`config.mk`:
```
export PLATFORM = sky130hd
export DESIGN_NAME = hazard_stall_ctrl_flat
export DESIGN_NICKNAME = d
export VERILOG_FILES = /design/src/rtl/hazard_stall_ctrl_if.sv /design/src/rtl/hazard_stall_ctrl.sv /design/src/flat_wrapper.sv
export SDC_FILE = /design/constraint.sdc
export NUM_CORES = 1
export LEC_CHECK = 0
export CAP_MARGIN = 20
export CORE_ASPECT_RATIO = 0.75
export CORE_MARGIN = 2
export CORE_UTILIZATION = 50
export DETAILED_ROUTE_END_ITERATION = 10
export GPL_ROUTABILITY_DRIVEN = 0
export PLACE_DENSITY = 0.79
export RECOVER_POWER = 25
export SKIP_CTS_REPAIR_TIMING = 1
export SLEW_MARGIN = 20
export SYNTH_ARGS = -nofsm -noshare
export SYNTH_HDL_FRONTEND = slang
export SYNTH_SLANG_ARGS = --single-unit
```
`constraint.sdc`:
```
create_clock -name clk -period 7.2 [get_ports clk]
set_input_delay 1.08 -clock clk [delete_from_list [all_inputs] [get_ports clk]]
set_output_delay 1.08 -clock clk [all_outputs]
set_load 0.01 [all_outputs]
```
`src/rtl/hazard_stall_ctrl_if.sv`:
```
// Hazard-unit bus. It carries the ID-stage operand and destination info, the MDU
// controls and flush in from the pipeline, and the stall and MDU status back out.
interface hazard_stall_ctrl_if;
    logic [4:0]  id_rs;
    logic [4:0]  id_rt;
    logic [1:0]  id_rs_tuse;
    logic [1:0]  id_rt_tuse;
    logic [4:0]  id_dst;
    logic [1:0]  id_tnew;
    logic        id_mdu_start;
    logic        id_mdu_div;
    logic        id_mdu_use;
    logic        flush;
    logic        stall;
    logic        mdu_busy;
    logic [3:0]  mdu_cnt;
    logic [31:0] stall_cycles;

    modport master (
        output id_rs, id_rt, id_rs_tuse, id_rt_tuse, id_dst, id_tnew,
        output id_mdu_start, id_mdu_div, id_mdu_use, flush,
        input  stall, mdu_busy, mdu_cnt, stall_cycles
    );

    modport slave (
        input  id_rs, id_rt, id_rs_tuse, id_rt_tuse, id_dst, id_tnew,
        input  id_mdu_start, id_mdu_div, id_mdu_use, flush,
        output stall, mdu_busy, mdu_cnt, stall_cycles
    );
endinterface

```
`src/rtl/hazard_stall_ctrl.sv`:
```
// Tuse/Tnew hazard unit. A two-entry EX/MEM scoreboard and an MDU occupancy counter
// decide the ID-stage stall in the same cycle; a saturating counter logs stall cycles.
module hazard_stall_ctrl (
    input  logic                 clk,
    input  logic                 reset_n,
    hazard_stall_ctrl_if.slave   bus
);
    localparam logic [3:0] MULT_LAT = 4'd5;
    localparam logic [3:0] DIV_LAT  = 4'd10;

    logic [4:0]  e_dst_r;
    logic [1:0]  e_tnew_r;
    logic [4:0]  m_dst_r;
    logic [1:0]  m_tnew_r;
    logic [3:0]  mdu_cnt_r;
    logic        mdu_busy_r;
    logic [31:0] stall_cycles_r;

    logic        rs_haz_s;
    logic        rt_haz_s;
    logic        mdu_haz_s;
    logic        stall_s;
    logic        issue_s;
    logic [3:0]  mdu_cnt_nxt_s;

    function automatic logic [1:0] sat_dec(input logic [1:0] t);
        return (t == 2'd0) ? 2'd0 : t - 2'd1;
    endfunction

    // The operand is late when a producer in EX or MEM still needs more cycles than the consumer can wait.
    function automatic logic src_hazard(
        input logic [4:0] src,
        input logic [1:0] tuse,
        input logic [4:0] e_dst,
        input logic [1:0] e_tnew,
        input logic [4:0] m_dst,
        input logic [1:0] m_tnew
    );
        logic e_hit;
        logic m_hit;
        e_hit = (e_dst == src) && (e_tnew > tuse);
        m_hit = (m_dst == src) && (m_tnew > tuse);
        return (tuse != 2'd3) && (src != 5'd0) && (e_hit || m_hit);
    endfunction

    // Same-cycle stall decision; a flush or an active reset overrides every hazard.
    always_comb begin
        rs_haz_s  = src_hazard(bus.id_rs, bus.id_rs_tuse, e_dst_r, e_tnew_r, m_dst_r, m_tnew_r);
        rt_haz_s  = src_hazard(bus.id_rt, bus.id_rt_tuse, e_dst_r, e_tnew_r, m_dst_r, m_tnew_r);
        mdu_haz_s = bus.id_mdu_use && (mdu_cnt_r != 4'd0);
        stall_s   = reset_n && (rs_haz_s || rt_haz_s || mdu_haz_s) && !bus.flush;
        issue_s   = bus.id_mdu_start && !stall_s && !bus.flush;
    end

    // Next MDU occupancy: an accepted issue reloads the counter, otherwise it counts down to zero.
    always_comb begin
        mdu_cnt_nxt_s = mdu_cnt_r;
        if (issue_s) begin
            mdu_cnt_nxt_s = bus.id_mdu_div ? DIV_LAT : MULT_LAT;
        end else if (mdu_cnt_r != 4'd0) begin
            mdu_cnt_nxt_s = mdu_cnt_r - 4'd1;
        end else begin
            mdu_cnt_nxt_s = 4'd0;
        end
    end

    // Scoreboard advance, MDU counter and stall statistics.
    always_ff @(posedge clk) begin
        if (!reset_n) begin
            e_dst_r        <= 5'd0;
            e_tnew_r       <= 2'd0;
            m_dst_r        <= 5'd0;
            m_tnew_r       <= 2'd0;
            mdu_cnt_r      <= 4'd0;
            mdu_busy_r     <= 1'b0;
            stall_cycles_r <= 32'd0;
        end else begin
            if (stall_s || bus.flush) begin
                e_dst_r  <= 5'd0;
                e_tnew_r <= 2'd0;
            end else begin
                e_dst_r  <= bus.id_dst;
                e_tnew_r <= bus.id_tnew;
            end
            m_dst_r    <= e_dst_r;
            m_tnew_r   <= sat_dec(e_tnew_r);
            mdu_cnt_r  <= mdu_cnt_nxt_s;
            mdu_busy_r <= (mdu_cnt_nxt_s != 4'd0);
            if (stall_s && (stall_cycles_r != 32'hFFFF_FFFF)) begin
                stall_cycles_r <= stall_cycles_r + 32'd1;
            end else begin
                stall_cycles_r <= stall_cycles_r;
            end
        end
    end

    assign bus.stall        = stall_s;
    assign bus.mdu_busy     = mdu_busy_r;
    assign bus.mdu_cnt      = mdu_cnt_r;
    assign bus.stall_cycles = stall_cycles_r;
endmodule

```
`src/flat_wrapper.sv`:
```
// flat-port wrapper written by rule: the top's interface ports become plain ports
module hazard_stall_ctrl_flat 
  (clk, reset_n, bus_id_rs, bus_id_rt, bus_id_rs_tuse, bus_id_rt_tuse, bus_id_dst, bus_id_tnew, bus_id_mdu_start, bus_id_mdu_div, bus_id_mdu_use, bus_flush, bus_stall, bus_mdu_busy, bus_mdu_cnt, bus_stall_cycles);
  hazard_stall_ctrl_if bus_i ();
  input  logic clk;
  input  logic reset_n;
  input wire logic [$bits(bus_i.id_rs)-1:0] bus_id_rs;
  input wire logic [$bits(bus_i.id_rt)-1:0] bus_id_rt;
  input wire logic [$bits(bus_i.id_rs_tuse)-1:0] bus_id_rs_tuse;
  input wire logic [$bits(bus_i.id_rt_tuse)-1:0] bus_id_rt_tuse;
  input wire logic [$bits(bus_i.id_dst)-1:0] bus_id_dst;
  input wire logic [$bits(bus_i.id_tnew)-1:0] bus_id_tnew;
  input wire logic [$bits(bus_i.id_mdu_start)-1:0] bus_id_mdu_start;
  input wire logic [$bits(bus_i.id_mdu_div)-1:0] bus_id_mdu_div;
  input wire logic [$bits(bus_i.id_mdu_use)-1:0] bus_id_mdu_use;
  input wire logic [$bits(bus_i.flush)-1:0] bus_flush;
  output wire logic [$bits(bus_i.stall)-1:0] bus_stall;
  output wire logic [$bits(bus_i.mdu_busy)-1:0] bus_mdu_busy;
  output wire logic [$bits(bus_i.mdu_cnt)-1:0] bus_mdu_cnt;
  output wire logic [$bits(bus_i.stall_cycles)-1:0] bus_stall_cycles;
  assign bus_i.id_rs = bus_id_rs;
  assign bus_i.id_rt = bus_id_rt;
  assign bus_i.id_rs_tuse = bus_id_rs_tuse;
  assign bus_i.id_rt_tuse = bus_id_rt_tuse;
  assign bus_i.id_dst = bus_id_dst;
  assign bus_i.id_tnew = bus_id_tnew;
  assign bus_i.id_mdu_start = bus_id_mdu_start;
  assign bus_i.id_mdu_div = bus_id_mdu_div;
  assign bus_i.id_mdu_use = bus_id_mdu_use;
  assign bus_i.flush = bus_flush;
  assign bus_stall = bus_i.stall;
  assign bus_mdu_busy = bus_i.mdu_busy;
  assign bus_mdu_cnt = bus_i.mdu_cnt;
  assign bus_stall_cycles = bus_i.stall_cycles;
  hazard_stall_ctrl u_core (.clk(clk), .reset_n(reset_n), .bus(bus_i));
endmodule
```
-- After elaboration in Yosys (flattened, before gate mapping)
Cells that the tools add are included.
- add/sub/neg operators: 3
- $lt $le $gt $ge: 4
- equal/unequal tests: 7
- mux-type cells: 3
- bitwise logic cells: 1
- reductions and logical operators: 28
- operator list (operator ; count):
    32-bit by 1-bit adder with 32-bit output, second input constant ; 1
    32-bit inequality test, second input constant ; 1
    5-bit == test ; 4
    1-bit logical AND ; 14
    4-bit two-way mux ; 3
    5-bit nonzero test ; 2
    2-bit greater-than comparator ; 4
    4-bit nonzero test ; 2
    1-bit logical OR ; 5
    2-bit inequality test, second input constant ; 2
    2-bit OR reduction ; 2
    4-bit by 1-bit subtractor with 4-bit output, second input constant ; 1
    1-bit zero test ; 2
    2-bit zero test ; 1
    2-bit by 1-bit subtractor with 2-bit output, second input constant ; 1
    1-bit inverter ; 1
- register bits after elaboration: 51
- word-level logic and storage cells: 53

-- Logic depth before layout (Yosys ltp)
- depth after elaboration: 13
- gate-level depth with buffers: 12
- mapped depth without buffers: 9

-- Least setup slack after synthesis
Ideal clock, no wire load.
- path type: input -> output
- from: input port bus_id_rs_tuse[1]
- to: output port bus_stall
- arrival: 2804 ps
- data required time: 6120 ps
- path slack: 3316 ps
- stages: 11
- cells stage by stage: inv_1 ha_1 nand2_1 nand4_1 nor4_1 o221ai_1 and3_1 buf_6 buf_6 clkbuf_1 nor3_1
- cells in the longest elaborated chain, start to end: 8
- RTL lines (what ; line ; text):
    from (decl) ; flat_wrapper.sv:9 ; input wire logic [$bits(bus_i.id_rs_tuse)-1:0] bus_id_rs_tuse;
    2-bit greater-than comparator, on equally long branches ; hazard_stall_ctrl.sv:41, hazard_stall_ctrl.sv:42 ;
    1-bit logical AND, on equally long branches ; hazard_stall_ctrl.sv:41, hazard_stall_ctrl.sv:42 ;
    1-bit logical OR ; hazard_stall_ctrl.sv:43 ; return (tuse != 2'd3) && (src != 5'd0) && (e_hit || m_hit);
    1-bit logical AND * ; hazard_stall_ctrl.sv:43 ;
    1-bit logical OR * (2 in series) ; hazard_stall_ctrl.sv:51 ; stall_s = reset_n && (rs_haz_s || rt_haz_s || mdu_haz_s) && !bus.flush;
    1-bit logical AND * (2 in series) ; hazard_stall_ctrl.sv:51 ;
    to (decl) ; flat_wrapper.sv:17 ; output wire logic [$bits(bus_i.stall)-1:0] bus_stall;
Every way passes the cells marked *; elsewhere a longest branch is shown, timed or not.

-- Final worst setup path
- from: input port reset_n
- to: output port bus_stall
- cells in the longest elaborated chain, start to end: 2
- RTL lines (what ; line ; text):
    from (decl) ; flat_wrapper.sv:6 ; input logic reset_n;
    1-bit logical AND (2 in series) ; hazard_stall_ctrl.sv:51 ;
Every way passes these cells.

==> impl_metrics.ini <==
[floorplanning]
rows = 23
num_io_pins = 65
height_of_the_die_um = 69.8
chipWidth_um = 91.8
coreArea_um2 = 5470
initial_utilization_pct = 52.8
die-area_um2 = 6410

[route]
via_total_after_detailed_routing = 2634
wl_per_cell_um = 15.5
ant_nets = 0
drt_first_pass_iters = 4
drt_drc_violations_left = 0
drtIter0Drc = 152
vias_per_cell = 5.75
drt_wl_total_um = 7080

[placement]
io_buffers = 64
dp_hpwl_um = 4980
post_dp_cell_area_um2 = 3510

[setup_path]
crit_slowest_cell = clkbuf_1
crit_path_max_fanout = 34
path_cells = dlygate4sd3_1, clkbuf_1, inv_1, nor3_1, clkdlybuf4s50_1
worstPathArrival_ns = 4.30
crit_buf_inv = 4
critPathTopFamily = buffers and inverters
critical_path.reg2reg.endpoint = u_core.bus.stall_cycles[17]
wp_data_required_ns = 6.12
start_point_of_the_critical_path = reset_n
crit-reg2reg-launch = u_core.e_tnew_r[1]
critPathLaunchType = input port
worst-r2r-setup-slack_ns = 4.37
timing.critical_path.to_type = primary output
worstSetupPathType = input port to primary output
timing.reg2reg.worst_path_depth = 8
slowest_stage_delay_cp_ns = 1.04

[sta]
tightestPinTransition_ns = 1.44
slew_headroom_pct = 4.27
fin_crit_ns = 5.38
finalHoldViolCount = 0
finClkSkew_ns = 0.00478
max_freq_mhz = 186
timing.final.crit_share_pct = 74.8
unrepaired_setup_endpoints_after_global_routing = no
timing.final.max_slew_violations = 0
tns_ns = 0
timing.final.setup_violations = 0

[layout]
flow.area_growth_from_synthesis_pct = 24.5
final_cell_area_um2 = 3600
final_core_util_pct = 65.8
drive_above_1_share_pct = 3.66
antenna-diode-count = 0
final_nets = 420

[hold_path]
hp-class = register to register
worst_hold_path.num_cells = 1
hold_path_end = u_core.m_tnew_r[0]
worstHoldStart = u_core.e_tnew_r[0]

[run]
cap_viol_max_count = 0

[cts]
worst_skew_pair.late_latency_ns = 0.31
ctsHtreeMaxLevel = 2
cts_root_buf = clkbuf_8
cts_made_buffers = 5
cts.sink_count = 51
tritoncts = yes
clockBufferDepth = 2
path_clk_slew_ns = 0.09

[yosys]
synth-edff-count = 0
ys.flop_type = dfxtp_1
synth_area_per_cell_um2 = 8.73
synth.net_count = 368
flip_flop_and_latch_count_after_synthesis = 51
yosys.cell_types.count = 43
synth.cell_area_um2 = 2890
synthesis.instances = 331
synth-seq-area-share_pct = 35.3
yosys_warnings = 0
post_synthesis_async_set_or_reset_flop_share_pct = 0

[pwr]
clock_power_share_pct = 31.2
internal-power_w = 0.000400
design_power_total_w = 0.000545
powerDensity_nw_per_um2 = 152
combinational_fraction_of_design_power_pct = 14.4
power.sequential.fraction_pct = 54.3
switchingPower_w = 0.000145
netSwitchingFraction_pct = 26.7
power.leakage_nw = 1.27
peakVddDrop_mv = 0.121

[grt]
grt_met3_usage_pct = 5.33
grt_start_max_net_pins = 61
grt.met1_usage_pct = 32.4
grt_first_pass_wirelength_um = 11600
grt_overflow = 0
grt_use_met2_pct = 33.8
grt_most_used_layer = met2
grt_antenna_before_repair = 0
via_count_of_the_first_global_routing_pass = 2360
globalRouteTotalUtil_pct = 22.3

[run_status]
outcome = completed
layout by cell type (no fill, tap or decap), types with 14 or more instances in the layout:
master	netlist	layout
mux2i_1	16	16
clkdlybuf4s50_1	0	48
nand2_1	27	27
o31ai_1	17	17
dlygate4sd3_1	0	16
and3_1	19	18
dfxtp_1	51	51
xnor2_1	14	14
nand3_1	20	20
or4_1	18	18
a21oi_1	20	20
registers in the layout, indices dropped and copies added (netlist names):
register                 count
u_core.bus.stall_cycles     32
u_core.bus.mdu_cnt           4
u_core.m_tnew_r              2
u_core.m_dst_r               5
u_core.e_tnew_r              2
u_core.e_dst_r               5
u_core.bus.mdu_busy          1
power groups by stage:
| stage | sequential [W] | combinational, W | clock [W] |
|---|---|---|---|
| 2_1_floorplan | 0.000302 | 0.0000518 | 0 |
| 3_3_place_gp | 0.000302 | 0.0000763 | 0 |
| 3_5_place_dp | 0.000303 | 0.0000794 | 0 |
| 4_1_cts | 0.000296 | 0.0000794 | 0.000173 |
| 5_1_grt | 0.000297 | 0.0000872 | 0.000187 |
| 6_report | 0.000296 | 0.0000788 | 0.000170 |
layout make-up:
| class | count | area (µm²) |
|---|---|---|
| fillers | 467 | 1870 |
| flip-flops and latches | 51 | 1020 |
| multi-input cells | 249 | 1710 |
| clock inverters | 1 | 5.00 |
| well taps | 75 | 93.8 |
| repair buffers | 65 | 644 |
| inverters | 11 | 41.3 |
| clock buffers | 6 | 82.6 |
cells by family after synthesis:
logic type,Yosys count,share of synthesized area [%]
compound gates,54,12.3
xor+xnor,20,6.06
fa+ha+maj,10,4.33
buf+inv,31,5.54
flops,51,35.3
mux,16,5.54
simple gates,149,30.9
routing by layer:
| metal | vias to the layer above | wire [µm] | share of wire, % |
|---|---|---|---|
| met1 | 1228 | 3500 | 49 |
| met3 | 8 | 375 | 5.3 |
| li1 | 1337 | - | - |
| met2 | 61 | 3140 | 44 |
| met5 | - | 0 | 0 |
| met4 | 0 | 66 | 0.93 |
worst max-delay path by stage:
stage,end,slack (ns),cells after the start
floorplan,bus_stall,3.32,11
global placement,bus_stall,2.28,10
detailed placement,bus_stall,2.10,10
CTS,bus_stall,2.11,10
global route,bus_stall,1.42,5
finish,bus_stall,1.82,5
synthesized netlist by cell type (2+ instances only):
master / count / area [µm²]
nand2b_1: 9 / 56.3
and2_1: 7 / 43.8
nor2b_1: 3 / 18.8
a21oi_1: 20 / 100
o31ai_1: 17 / 128
buf_6: 5 / 56.3
a2111oi_0: 2 / 17.5
clkbuf_1: 10 / 37.5
or3_1: 2 / 12.5
and3_1: 19 / 119
xor2_1: 6 / 52.6
nand3_1: 20 / 100
nor3_1: 8 / 40.0
dfxtp_1: 51 / 1020
buf_2: 5 / 25.0
o21ai_0: 4 / 20.0
nor4_1: 6 / 37.5
o21ai_1: 2 / 10.0
ha_1: 10 / 125
and4_1: 3 / 26.3
or4_1: 18 / 135
nor2_1: 7 / 26.3
nand2_1: 27 / 101
inv_1: 11 / 41.3
nand4_1: 10 / 62.6
nor3b_1: 2 / 15.0
o41ai_1: 2 / 17.5
xnor2_1: 14 / 123
mux2i_1: 16 / 160
o311ai_0: 2 / 17.5
stage by stage:
| step | hold slack (ns) | std cells | setup slack, ns |
|---|---|---|---|
| 2_1_floorplan | 0.392 | 331 | 3.32 |
| 3_3_place_gp | 0.402 | 451 | 2.28 |
| 3_5_place_dp | 0.416 | 451 | 2.10 |
| 4_1_cts | 0.430 | 458 | 2.11 |
| 5_1_grt | 0.455 | 458 | 1.42 |
| 6_report | 0.439 | 458 | 1.82 |
Note: power is estimated with default switching activity, not from simulation.
